[config.mk]
export PLATFORM = sky130hd
export DESIGN_NAME = ps2_receiver
export DESIGN_NICKNAME = d
export VERILOG_FILES = /design/src/rtl/ps2_pkg.sv /design/src/rtl/byte_fifo.sv /design/src/rtl/ps2_receiver.sv
export SDC_FILE = /design/constraint.sdc
export NUM_CORES = 1
export LEC_CHECK = 0
export BUFFER_PORTS_ARGS = -buffer_cell sky130_fd_sc_hd__buf_2
export CORE_MARGIN = 2
export CORE_UTILIZATION = 60
export CTS_BUF_LIST = sky130_fd_sc_hd__clkbuf_8 sky130_fd_sc_hd__clkbuf_16
export DETAILED_ROUTE_END_ITERATION = 16
export GPL_ROUTABILITY_DRIVEN = 0
export GPL_TIMING_DRIVEN = 0
export MAX_ROUTING_LAYER = met4
export PLACE_DENSITY = 0.87
export SLEW_MARGIN = 20
export SYNTH_ARGS = -nofsm -noshare
export SYNTH_HDL_FRONTEND = slang
export SYNTH_SLANG_ARGS = --single-unit
[constraint.sdc]
create_clock -name clk -period 2.4 [get_ports clk]
set_clock_uncertainty 0.05 [all_clocks]
set_input_delay 0.48 -clock clk [delete_from_list [all_inputs] [get_ports clk]]
set_output_delay 0.48 -clock clk [all_outputs]
set_load 0.005 [all_outputs]
[src/rtl/ps2_pkg.sv]
// Shared types and constants for the PS/2 device-to-host receiver.
package ps2_pkg;

  typedef enum logic [1:0] {
    IDLE,
    DATA,
    PARITY,
    STOP
  } ps2_state_t;

  localparam int unsigned PS2_DATA_BITS  = 8;
  localparam int unsigned PS2_FRAME_BITS = 11;

  // Odd parity holds when the data bits plus the parity bit contain an odd number of ones.
  function automatic logic odd_parity_ok(input logic [PS2_DATA_BITS-1:0] d, input logic p);
    return ^{d, p};
  endfunction

endpackage

[src/rtl/byte_fifo.sv]
// Synchronous show-ahead FIFO; pointers carry one extra wrap bit to tell full from empty.
module byte_fifo #(
  parameter int unsigned DEPTH = 4,
  parameter int unsigned WIDTH = 8
) (
  input  logic             clk,
  input  logic             rst_n,
  input  logic             push_i,
  input  logic [WIDTH-1:0] wdata_i,
  input  logic             pop_i,
  output logic [WIDTH-1:0] rdata_o,
  output logic             full_o,
  output logic             empty_o
);

  localparam int unsigned AW = $clog2(DEPTH);

  logic [AW:0]      wr_q, wr_d, rd_q, rd_d;
  logic [WIDTH-1:0] mem_q [DEPTH];
  logic             do_push, do_pop;

  assign empty_o = (wr_q == rd_q);
  assign full_o  = (wr_q[AW] != rd_q[AW]) && (wr_q[AW-1:0] == rd_q[AW-1:0]);

  // A pop frees a slot in the same cycle, so a push while full still lands.
  assign do_pop  = pop_i && !empty_o;
  assign do_push = push_i && (!full_o || do_pop);

  assign rdata_o = empty_o ? '0 : mem_q[rd_q[AW-1:0]];

  always_comb begin
    wr_d = do_push ? wr_q + 1'b1 : wr_q;
    rd_d = do_pop  ? rd_q + 1'b1 : rd_q;
  end

  always_ff @(posedge clk or negedge rst_n) begin
    if (!rst_n) begin
      wr_q <= '0;
      rd_q <= '0;
    end else begin
      wr_q <= wr_d;
      rd_q <= rd_d;
    end
  end

  always_ff @(posedge clk) begin
    if (do_push) mem_q[wr_q[AW-1:0]] <= wdata_i;
  end

endmodule

[src/rtl/ps2_receiver.sv]
// PS/2 device-to-host receiver: pin conditioning, frame FSM with timeout, byte FIFO.
import ps2_pkg::*;

module ps2_receiver #(
  parameter int unsigned FILTER_LEN     = 4,
  parameter int unsigned TIMEOUT_CYCLES = 20000,
  parameter int unsigned FIFO_DEPTH     = 4
) (
  input  logic       clk,
  input  logic       rst,
  input  logic       ps2Clk,
  input  logic       ps2Data,
  output logic [7:0] keyData,
  output logic       keyValid,
  input  logic       keyReady,
  output logic       parityErr,
  output logic       frameErr,
  output logic       overflow
);

  localparam int unsigned FW = $clog2(FILTER_LEN + 1);
  localparam int unsigned TW = $clog2(TIMEOUT_CYCLES + 1);

  logic [1:0]               clk_sync_q, dat_sync_q;
  logic                     clk_s, dat_s;
  logic                     filt_q, filt_d;
  logic [FW-1:0]            fcnt_q, fcnt_d;
  logic                     fall;
  logic [TW-1:0]            tmo_q, tmo_d;
  logic                     timeout;
  ps2_state_t               state_q, state_d;
  logic [2:0]               bitcnt_q, bitcnt_d;
  logic [PS2_DATA_BITS-1:0] shift_q, shift_d;
  logic                     par_q, par_d;
  logic                     push_q, push_d;
  logic                     perr_q, perr_d;
  logic                     ferr_q, ferr_d;
  logic                     fifo_full, fifo_empty, pop;

  assign clk_s = clk_sync_q[1];
  assign dat_s = dat_sync_q[1];

  // Filter only commits a new level after FILTER_LEN consecutive differing samples.
  always_comb begin
    filt_d = filt_q;
    fcnt_d = '0;
    if (clk_s != filt_q) begin
      if (fcnt_q == FW'(FILTER_LEN - 1)) filt_d = clk_s;
      else                               fcnt_d = fcnt_q + 1'b1;
    end
  end

  assign fall    = filt_q && !filt_d;
  assign tmo_d   = (state_q == IDLE || fall) ? '0 : tmo_q + 1'b1;
  assign timeout = (state_q != IDLE) && !fall && (tmo_q == TW'(TIMEOUT_CYCLES - 1));

  always_ff @(posedge clk or negedge rst) begin
    if (!rst) begin
      clk_sync_q <= '1;
      dat_sync_q <= '1;
      filt_q     <= 1'b1;
      fcnt_q     <= '0;
      tmo_q      <= '0;
      state_q    <= IDLE;
    end else begin
      clk_sync_q <= {clk_sync_q[0], ps2Clk};
      dat_sync_q <= {dat_sync_q[0], ps2Data};
      filt_q     <= filt_d;
      fcnt_q     <= fcnt_d;
      tmo_q      <= tmo_d;
      state_q    <= state_d;
    end
  end

  always_comb begin
    state_d = state_q;
    if (timeout) begin
      state_d = IDLE;
    end else if (fall) begin
      case (state_q)
        IDLE:    if (!dat_s) state_d = DATA;
        DATA:    if (bitcnt_q == 3'(PS2_DATA_BITS - 1)) state_d = PARITY;
        PARITY:  state_d = STOP;
        STOP:    state_d = IDLE;
        default: state_d = IDLE;
      endcase
    end
  end

  always_comb begin
    shift_d  = shift_q;
    bitcnt_d = bitcnt_q;
    par_d    = par_q;
    push_d   = 1'b0;
    perr_d   = 1'b0;
    ferr_d   = 1'b0;
    if (timeout) begin
      ferr_d  = 1'b1;
      shift_d = '0;
    end else if (fall) begin
      case (state_q)
        IDLE:   bitcnt_d = '0;
        DATA: begin
          shift_d  = {dat_s, shift_q[PS2_DATA_BITS-1:1]};
          bitcnt_d = bitcnt_q + 1'b1;
        end
        PARITY: par_d = dat_s;
        STOP: begin
          if (!dat_s)                              ferr_d = 1'b1;
          else if (!odd_parity_ok(shift_q, par_q)) perr_d = 1'b1;
          else                                     push_d = 1'b1;
        end
        default: ;
      endcase
    end
  end

  always_ff @(posedge clk or negedge rst) begin
    if (!rst) begin
      bitcnt_q <= '0;
      shift_q  <= '0;
      par_q    <= 1'b0;
      push_q   <= 1'b0;
      perr_q   <= 1'b0;
      ferr_q   <= 1'b0;
    end else begin
      bitcnt_q <= bitcnt_d;
      shift_q  <= shift_d;
      par_q    <= par_d;
      push_q   <= push_d;
      perr_q   <= perr_d;
      ferr_q   <= ferr_d;
    end
  end

  // shift_q holds the committed byte until the next frame starts shifting, so it feeds the FIFO directly.
  byte_fifo #(
    .DEPTH (FIFO_DEPTH),
    .WIDTH (PS2_DATA_BITS)
  ) u_fifo (
    .clk     (clk),
    .rst_n   (rst),
    .push_i  (push_q),
    .wdata_i (shift_q),
    .pop_i   (pop),
    .rdata_o (keyData),
    .full_o  (fifo_full),
    .empty_o (fifo_empty)
  );

  assign keyValid  = !fifo_empty;
  assign pop       = keyValid && keyReady;
  assign parityErr = perr_q;
  assign frameErr  = ferr_q;
  assign overflow  = push_q && fifo_full && !pop;

endmodule

# Yosys cells after proc, flatten, opt, wreduce, memory -nomap -nowiden
# Memories as Yosys holds them, arrays and structs flattened.
# Index checks and enable logic that the tools add are counted.
dict set report op_classes {
  addsub 5
  eq_ne 12
  n_mux 31
  bitwise 1
  n_reduce_logical 26
}
# cell n
set ops {}
lappend ops {{$mux W8} 4}
lappend ops {{$mux W1} 18}
lappend ops {{$add A15 B1 Y15 const B} 1}
lappend ops {{$eq A15 B15 Y1 const B} 1}
lappend ops {{$mux W15} 1}
lappend ops {{$add A3 B1 Y3 const B} 4}
lappend ops {{$logic_and A1 B1 Y1} 9}
lappend ops {{$reduce_and A3 Y1} 3}
lappend ops {{$reduce_xor A9 Y1} 1}
lappend ops {{$mux W2} 4}
lappend ops {{$pmux W2 S4} 1}
lappend ops {{$reduce_bool A2 Y1} 4}
lappend ops {{$mux W3} 2}
lappend ops {{$ne A3 B3 Y1 const B} 2}
lappend ops {{$pmux W3 S2} 1}
lappend ops {{$logic_not A1 Y1} 5}
lappend ops {{$eq A2 B2 Y1 const B} 2}
lappend ops {{$eq A3 B2 Y1 const B} 1}
lappend ops {{$eq A3 B3 Y1} 1}
lappend ops {{$eq A3 B3 Y1 const B} 1}
lappend ops {{$eq A2 B1 Y1 const B} 1}
lappend ops {{$eq A2 B2 Y1} 1}
lappend ops {{$logic_not A2 Y1} 1}
lappend ops {{$logic_or A1 B1 Y1} 2}
lappend ops {{3 further kinds} 4}
dict set report totals {
  ff_bits 46
  ram_bits 32
  inputBits 5
  out_inout_bits 12
  wordCells 90
  n_memories 1
}
# name depth width read_ports rd_clocked_by_memory_dff wr line_no
set memory_table {}
lappend memory_table {u_fifo.mem_q 4 8 1 0 1 byte_fifo.sv:19} ;# logic [WIDTH-1:0] mem_q [DEPTH];

# Logic depth before layout (Yosys ltp)
# Gate-level depths: netlist of the first run.
dict set report logic_depth {
  ltp_word 10
  depth_mapped 8
  mapped_depth_nobuf 6
}

# By module
# Synthesis of the first run repeated with hierarchy kept, for this count alone.
dict set report hier_totals {
  hier_cells 261
  area_unflattened_um2 3537.1
}
# mod instances cells_per_inst area_each_um2 seq_area_each_um2
set by_module_without_submodules {}
lappend by_module_without_submodules {ps2_receiver 1 176 1875.5 1007.2}
lappend by_module_without_submodules {byte_fifo 1 85 1661.6 1111.1}

# Least setup slack after synthesis of the first run
# No wires, ideal clock.
dict set report synth_path {
  path_kind {register to register}
  from {register u_fifo.rd_q[1]}
  to {memory u_fifo.mem_q[3][0], enable pin}
  setup_time_ps 375
  t_arrival_ps 1434
  required_ps 1975
  slack_ps 541
  path_stages_with_launch 5
  path_buffers 1
  period_less_slack_ps 1859
  cell_sequence {dfrtp_1 > buf_2 > xnor2_1 > a41o_1 > nor2_1}
}
dict set report synth_via {
  elab_chain_len 8
  word_cells_on_any_way 11
  classes_between {eq/ne: 2; mux: 2; reduce/logical: 7}
}
# element line_no
set synth_rtl {}
lappend synth_rtl {{start, declared} byte_fifo.sv:18} ;# logic [AW:0] wr_q, wr_d, rd_q, rd_d;
lappend synth_rtl {{start signal, assigned} byte_fifo.sv:42} ;# rd_q <= rd_d;
lappend synth_rtl {{$eq A3 B3 Y1} byte_fifo.sv:22} ;# assign empty_o = (wr_q == rd_q);
lappend synth_rtl {{$logic_not A1 Y1} {byte_fifo.sv:26, ps2_receiver.sv:151}}
lappend synth_rtl {{$logic_and A1 B1 Y1} ps2_receiver.sv:152} ;# assign pop = keyValid && keyReady;
lappend synth_rtl {{$logic_and A1 B1 Y1} byte_fifo.sv:26} ;# assign do_pop = pop_i && !empty_o;
lappend synth_rtl {{$logic_or A1 B1 Y1 (*)} byte_fifo.sv:27} ;# assign do_push = push_i && (!full_o || do_pop);
lappend synth_rtl {{$logic_and A1 B1 Y1 (*)} byte_fifo.sv:27}
lappend synth_rtl {{$mux W1 (*)} byte_fifo.sv:47} ;# if (do_push) mem_q[wr_q[AW-1:0]] <= wdata_i;
lappend synth_rtl {{$mux W1 (implied by the code) (*)} byte_fifo.sv:47}
lappend synth_rtl {{end, declared} byte_fifo.sv:19}
# Every way passes the cells marked *; elsewhere a longest branch is shown, timed or not.

# Final worst setup path of the first run
dict set report layout_path {
  from {register u_fifo.rd_q[0]}
  to {output port keyData[1]}
}
dict set report layout_via {
  elab_chain_len 2
  word_cells_on_any_way 3
  classes_between {eq/ne: 1; mux: 1; memory: 1}
}
# element line_no
set layout_rtl {}
lappend layout_rtl {{$mem_v2 Z4 W8 / $eq A3 B3 Y1 (equally long branches)} -}
lappend layout_rtl {{$mux W8 (*)} byte_fifo.sv:29} ;# assign rdata_o = empty_o ? '0 : mem_q[rd_q[AW-1:0]];
lappend layout_rtl {{end, declared} ps2_receiver.sv:13} ;# output logic [7:0] keyData,
# Marked as above.

==> run_results.csv, run 1 <==
group,metric,value,unit
run_status,status,"finished, final reports clean",
sta,hold_viol_final,0,
placement,dpl.cell_count,353,
clocking,cts_root_buffer,"clkbuf_8",
worst_setup_path,critPathTopFamily,"multiplexers",
clocking,clock_latency,0.34,ns
worst_setup_path,crit_required,1.87,ns
floorplan,dieArea,6420,um2
global_route,grt_pass1_wl,9290,um
detailed_routing,drtIter0Drc,64,
detailed_routing,first_pass_iters,4,
detailed_routing,vias_per_cell,5.52,
worst_setup_path,rrSetupSlack,0.22,ns
detailed_routing,routed_wl,5480,um
detailed_routing,vias,2030,
power_and_ir_drop,pwr_density_cell,785,nW/um2
worst_setup_path,crit_path_start_kind,"register",
detailed_routing,ant_nets,0,
clocking,path_clk_slew,0.08,ns
synth,seq_area_frac_synth,60.9,%
detailed_routing,wl_met1,2370,um
floorplan,core-area,5540,um2
detailed_routing,wl_per_cell,14.9,um
global_route,track_usage,20.2,%
worst_setup_path,cp-startpoint,"u_fifo.rd_q[0]",
floorplan,rows,27,
worst_setup_path,reg2reg_to,"u_fifo.mem_q[3][6]",
clocking,cts.path.max_buffers,2,
clocking,cts_resized,0,
power_and_ir_drop,power.leakage,1.54,nW
global_route,first_global_vias,2000,
floorplan,die_w,80.1,um
worst_setup_path,cp_max_fo,10,
placement,port_buffers,16,
synth,ys_ff_latch,78,
synth,synth_flop_cell,"dfrtp_1",
sta,fin_tns_setup,0,ns
clocking,numCtsBuffers,9,
worst_setup_path,cp.depth,4,
worst_setup_path,rr_startpoint,"u_fifo.rd_q[1]",
synth,synth_cell_types,36,
sta,slew_headroom,43.8,%
power_and_ir_drop,vdd_drop_max,0.553,mV
synth,synthesis.nets,283,
clocking,h-tree-depth,3,
global_route,grt_overflow,0,
worst_setup_path,slowest_stage,"mux4_2",
synth,yosys_warnings,0,
synth,syn-cell-area,3480,um2
sta,fmax,435,MHz
worst_setup_path,r2r_cells,4,
sta,grt_setup_unrepaired,"no",
layout,layout.nets,310,
synth,synthCells,265,
worst_setup_path,cpPeakStageDelay,0.54,ns
floorplan,die_h,80.1,um
worst_setup_path,worstPathArrival,1.77,ns
synth,avgSynthCellArea,13.1,um2
clocking,post_cts_buffers,0,
layout,instances_no_fill,368,
clocking,cts_tree,"built",
sta,min_period,2.30,ns
detailed_routing,wl_met2,2840,um
worst_setup_path,worst-path-buf-inv,2,
worst_setup_path,path_cells,"buf_4 -> mux4_2 -> and2_1 -> buf_2",
sta,final-setup-viol-count,0,
floorplan,initial_utilization,62.8,%
clocking,cts_hold_buf,0,
layout,final-seq-area,2120,um2
sta,timing.final.crit_share,95.7,%
clocking,cts_sinks,78,
synth,synthArstFlopShare,59.0,%
worst_setup_path,endpoint_kind,"output pin",
worst_setup_path,cp-endpoint,"keyData[1]",
placement,place_hpwl,3840,um
detailed_routing,drc,0,
global_route,grt_max_degree,47,
worst_hold_path,hp-class,"input port to async pin",
sta,worst_slew_pin_slew,0.840,ns
detailed_routing,highest_layer,"met4",
job,maxCapViolations,0,
synth,synth_edf_count,32,
sta,slew_viol_final,0,
global_route,antenna_found_initial,0,
layout,multiInputGateArea,1250,um2
layout,drive_gt1_share,18.9,%
worst_setup_path,crit_type,"register to output pin",
layout,fill_cells,405,
layout,diodes,0,
detailed_routing,dr_wl_met3,187,um
floorplan,ioPinCount,17,
layout,syn_to_final_growth,9.64,%
[synth_stat cells, types with 3 or more instances]
library cell  instances  area share [%]
dfrtp_1              41              30
edfxtp_1             32              28
nor2_1               20             2.2
nand2_1              19             2.1
xnor2_1              19             4.8
nand3_1              18             2.6
ha_1                 13             4.7
inv_1                13             1.4
a21oi_1              10             1.4
and2_1                8             1.4
mux4_2                8             5.2
xor2_1                8             2.0
nand4_1               6             1.1
dfstp_2               5             3.8
nor4_1                5            0.90
buf_2                 4            0.58
mux2_2                4             1.3
buf_6                 3            0.97
nor3_1                3            0.43
nor3b_1               3            0.65
o21ai_0               3            0.43
[worst min-delay path by stage]
stage	end	cells past startpoint
final	u_fifo.wr_q[0]	1
after global placement	dat_sync_q[1]	0
after CTS	clk_sync_q[0]	1
after global routing	fcnt_q[0]	1
after detailed placement	clk_sync_q[1]	0
after floorplan	bitcnt_q[0]	0
[final cells by class]
cell class | instances | area share [%]
Timing Repair Buffer | 16 | 2.17
Clock inverter | 6 | 0.820
Buffer | 10 | 1.81
Sequential cell | 78 | 55.6
Inverter | 13 | 1.28
Multi-Input combinational cell | 164 | 32.8
Clock buffer | 9 | 3.25
Tap cell | 72 | 2.36
[report_power, final]
| part | total, W | switching (W) | internal, W |
|---|---|---|---|
| combinational | 0.000665 | 0.000336 | 0.000329 |
| sequential | 0.00154 | 0.0000666 | 0.00147 |
| clock | 0.000790 | 0.000432 | 0.000358 |
| total | 0.00299 | 0.000834 | 0.00216 |
[kinds of logic (layout without fill, tap and decap cells)]
| logic type | after synthesis | after routing | synth area share (%) |
|---|---|---|---|
| mux | 13 | 13 | 6.76 |
| flops | 78 | 78 | 60.9 |
| simple gates | 92 | 92 | 13.6 |
| fa+ha+maj | 13 | 13 | 4.68 |
| xor+xnor | 28 | 28 | 7.45 |
| buf+inv | 23 | 54 | 3.38 |
| compound gates | 18 | 18 | 3.17 |
[per-layer routing]
| metal | up-vias | track usage (%) |
|---|---|---|
| met3 | 6 | 5.17 |
| met1 | 1001 | 24.0 |
| met2 | 36 | 33.4 |
| met5 | - | - |
| met4 | 0 | 7.80 |
| li1 | 987 | - |
[flip-flops by register name (all words and copies together) (netlist names)]
| register | flops |
|---|---|
| tmo_q | 15 |
| push_q | 1 |
| u_fifo.rd_q | 3 |
| filt_q | 1 |
| clk_sync_q | 2 |
| shift_q | 8 |
| par_q | 1 |
| u_fifo.mem_q | 32 |
| bitcnt_q | 3 |
| fcnt_q | 3 |
| dat_sync_q | 2 |
| u_fifo.wr_q | 3 |
| frameErr | 1 |
| parityErr | 1 |
| state_q | 2 |
[cells in the final DEF, fill, tap and decap left out, types with 4 or more instances in the layout]
master	n
dfrtp_1	41
edfxtp_1	32
nor2_1	20
buf_2	19
nand2_1	19
xnor2_1	18
nand3_1	18
inv_1	14
ha_1	13
a21oi_1	10
clkbuf_8	9
mux4_2	8
and2_1	8
xor2_1	8
nand4_1	6
nor4_1	5
dfstp_2	5
mux2_2	4
[through the flow]
stage                     util, %  power (W)  hold slack [ns]  cell area, um2  setup WS, ns
after floorplan                 -    0.00205            0.134            3480         0.541
after global placement       65.8    0.00221            0.295            3650         0.237
after detailed placement     65.8    0.00224            0.302            3650         0.193
after CTS                    68.6    0.00303            0.174            3800        0.0676
after global routing         68.8    0.00316            0.124            3810       0.00413
final                        68.8    0.00299           0.0863            3810         0.103
No activity file was read; power rests on OpenSTA's default activity.
==> inputs of run 2 (changes only) <==
- CORE_UTILIZATION: 60 -> 50
- PLACE_DENSITY: 0.87 -> 0.76
- SETUP_SLACK_MARGIN: unset -> 0.15
==> run 2 against run 1 <==
Hold slack got worse by 0.026 ns. Combinational power rose by 20%. Worst setup slack improved by 0.045 ns. Cell count rose by 2.7%. Design area rose by 3.5%. Wire length fell by 0.58%. Critical path depth did not move. Utilization fell by 10 points. Sequential share of layout area fell by 1.9 points. Fmax rose by 2.0%. Critical path type unchanged. Largest power group unchanged.
==> run_results.csv, run 2 (synthesis gave the netlist of run 1 again) <==
group,metric,value,unit
power_and_ir_drop,seqPwrFrac,47.2,%
worst_setup_path,rr_startpoint,"u_fifo.rd_q[0]",
global_route,first_global_vias,2047,
worst_setup_path,cp_max_fo,5,
power_and_ir_drop,pwr_density_cell,832,nW/um2
detailed_routing,routed_wl,5450,um
sta,fin_tns_setup,0,ns
floorplan,die_w,87.4,um
worst_setup_path,worst-path-buf-inv,2,
clocking,cts_hold_buf,0,
layout,fill_cells,529,
power_and_ir_drop,power.leakage,1.58,nW
sta,slew_viol_final,0,
power_and_ir_drop,swShare,27.5,%
power_and_ir_drop,clockPowerShare,28.4,%
floorplan,dieArea,7640,um2
layout,final_common_cell,"dfrtp_1",
clocking,cts_sinks,78,
sta,final-setup-viol-count,0,
global_route,grt_overflow,0,
detailed_routing,vias_per_cell,5.38,
worst_setup_path,slowest_stage,"mux4_2",
global_route,grt_max_degree,47,
layout,layout_common_cells,"dfrtp_1, edfxtp_1, nor2_1, nand2_1",
clocking,path_clk_slew,0.08,ns
global_route,grt_pass1_wl,9400,um
clocking,clock_latency,0.35,ns
layout,final_core_util,58.4,%
placement,place_hpwl,3570,um
floorplan,initial_utilization,51.5,%
layout,largest_reg_flops,32,
sta,grt_setup_unrepaired,"yes",
detailed_routing,wl_per_cell,14.4,um
floorplan,core-area,6760,um2
layout,syn_to_final_growth,13.5,%
global_route,track_usage,17.0,%
worst_setup_path,critPathTopFamily,"multiplexers",
worst_setup_path,worstPathArrival,1.72,ns
clocking,numCtsBuffers,9,
power_and_ir_drop,internal-power,0.00238,W
worst_setup_path,cp-startpoint,"u_fifo.rd_q[0]",
global_route,antenna_found_initial,0,
clocking,h-tree-depth,3,
worst_setup_path,crit_type,"register to output pin",
sta,slew_headroom,46.5,%
detailed_routing,drtIter0Drc,112,
job,maxCapViolations,0,
worst_hold_path,hp-class,"input port to async pin",
power_and_ir_drop,combPwrFrac,24.4,%
sta,timing.final.crit_share,93.9,%
placement,port_buffers,16,
layout,layout.nets,311,
floorplan,ioPinCount,17,
clocking,cts_tree,"built",
layout,multiInputGateArea,1280,um2
sta,min_period,2.25,ns
power_and_ir_drop,p_sw,0.000903,W
run_status,status,"finished, final reports clean",
detailed_routing,drc,0,
floorplan,die_h,87.4,um
worst_setup_path,crit_path_start_kind,"register",
layout,diodes,0,
floorplan,rows,30,
clocking,cts_root_buffer,"clkbuf_8",
worst_setup_path,endpoint_kind,"output pin",
layout,drive_gt1_share,21.5,%
layout,final-seq-area,2120,um2
detailed_routing,vias,2033,
sta,fmax,444,MHz
detailed_routing,first_pass_iters,4,
detailed_routing,ant_nets,0,
worst_setup_path,crit_required,1.87,ns
worst_setup_path,path_cells,"clkbuf_16 -> mux4_2 -> and2_1 -> buf_2",
sta,hold_viol_final,0,
worst_setup_path,cpPeakStageDelay,0.50,ns
power_and_ir_drop,vdd_drop_max,0.509,mV
sta,worst_slew_pin_slew,0.800,ns
clocking,cts.path.max_buffers,2,
==> run 2: cell types whose count changed in the layout (fill, tap and decap cells not counted), moves of 2 or more <==
| cell | delta |
|---|---|
| buf_2 | -3 |
| buf_6 | +2 |
| clkinvlp_4 | +2 |
| clkinv_2 | -2 |
==> run 2: stage by stage <==
| step | instances | setup slack [ns] | cell area, um2 | power, W | hold WS [ns] |
|---|---|---|---|---|---|
| floorplan | 265 | 0.541 | 3480 | 0.00205 | 0.134 |
| global placement | 361 | 0.188 | 3660 | 0.00221 | 0.296 |
| detailed placement | 361 | 0.105 | 3660 | 0.00224 | 0.298 |
| CTS | 377 | 0.127 | 3880 | 0.00323 | 0.158 |
| global route | 378 | 0.0833 | 3950 | 0.00349 | 0.109 |
| finish | 378 | 0.148 | 3950 | 0.00328 | 0.0607 |
==> run 2: layer usage <==
layer | up-vias | routed length, um | GRT usage, %
li1 | 989 | - | -
met4 | 0 | 79 | 6.85
met1 | 996 | 2310 | 18.8
met2 | 40 | 2810 | 28.5
met3 | 8 | 239 | 5.40
met5 | - | 0 | -
==> run 2: worst register-to-register path: stages (launching register included) <==
cell and delay (ns):
dfrtp_2 0.45, clkbuf_16 0.18, xnor2_4 0.15, a41o_1 0.31
nor2_1 0.64
==> run 2: timing repair <==
item	4_1_cts	5_1_grt
resized for setup	7	9
pin swaps	1	3
endpoints found under the setup margin	18	9
buffers inserted	0	0
cloned	0	1
==> run 2: power by group through the flow <==
stage	Combinational (W)	Sequential, W	Clock, W
floorplan	0.000501	0.00155	0
global placement	0.000656	0.00156	0
detailed placement	0.000672	0.00156	0
CTS	0.000715	0.00154	0.000968
global route	0.000897	0.00156	0.00103
finish	0.000800	0.00155	0.000933
==> run 2: cell type report <==
cell class / count / share of cell area (%)
Sequential cell: 78 / 53.7
Multi-Input combinational cell: 164 / 32.5
Clock buffer: 9 / 3.14
Timing Repair Buffer: 17 / 2.89
Tap cell: 80 / 2.54
Buffer: 10 / 2.28
Clock inverter: 7 / 1.68
Inverter: 13 / 1.24
==> run 2: worst paths after layout <==
kind / endpoint / slack, ns / cells past startpoint
max: keyData[5] / 0.15 / 4
min: u_fifo.rd_q[0] / 0.06 / 1
max reg2reg: u_fifo.mem_q[2][1] / 0.25 / 4
min reg2reg: dat_sync_q[1] / 0.31 / 0
max in group asynchronous: shift_q[6] / 1.83 / 1
min in group clk: clk_sync_q[0] / 0.18 / 1
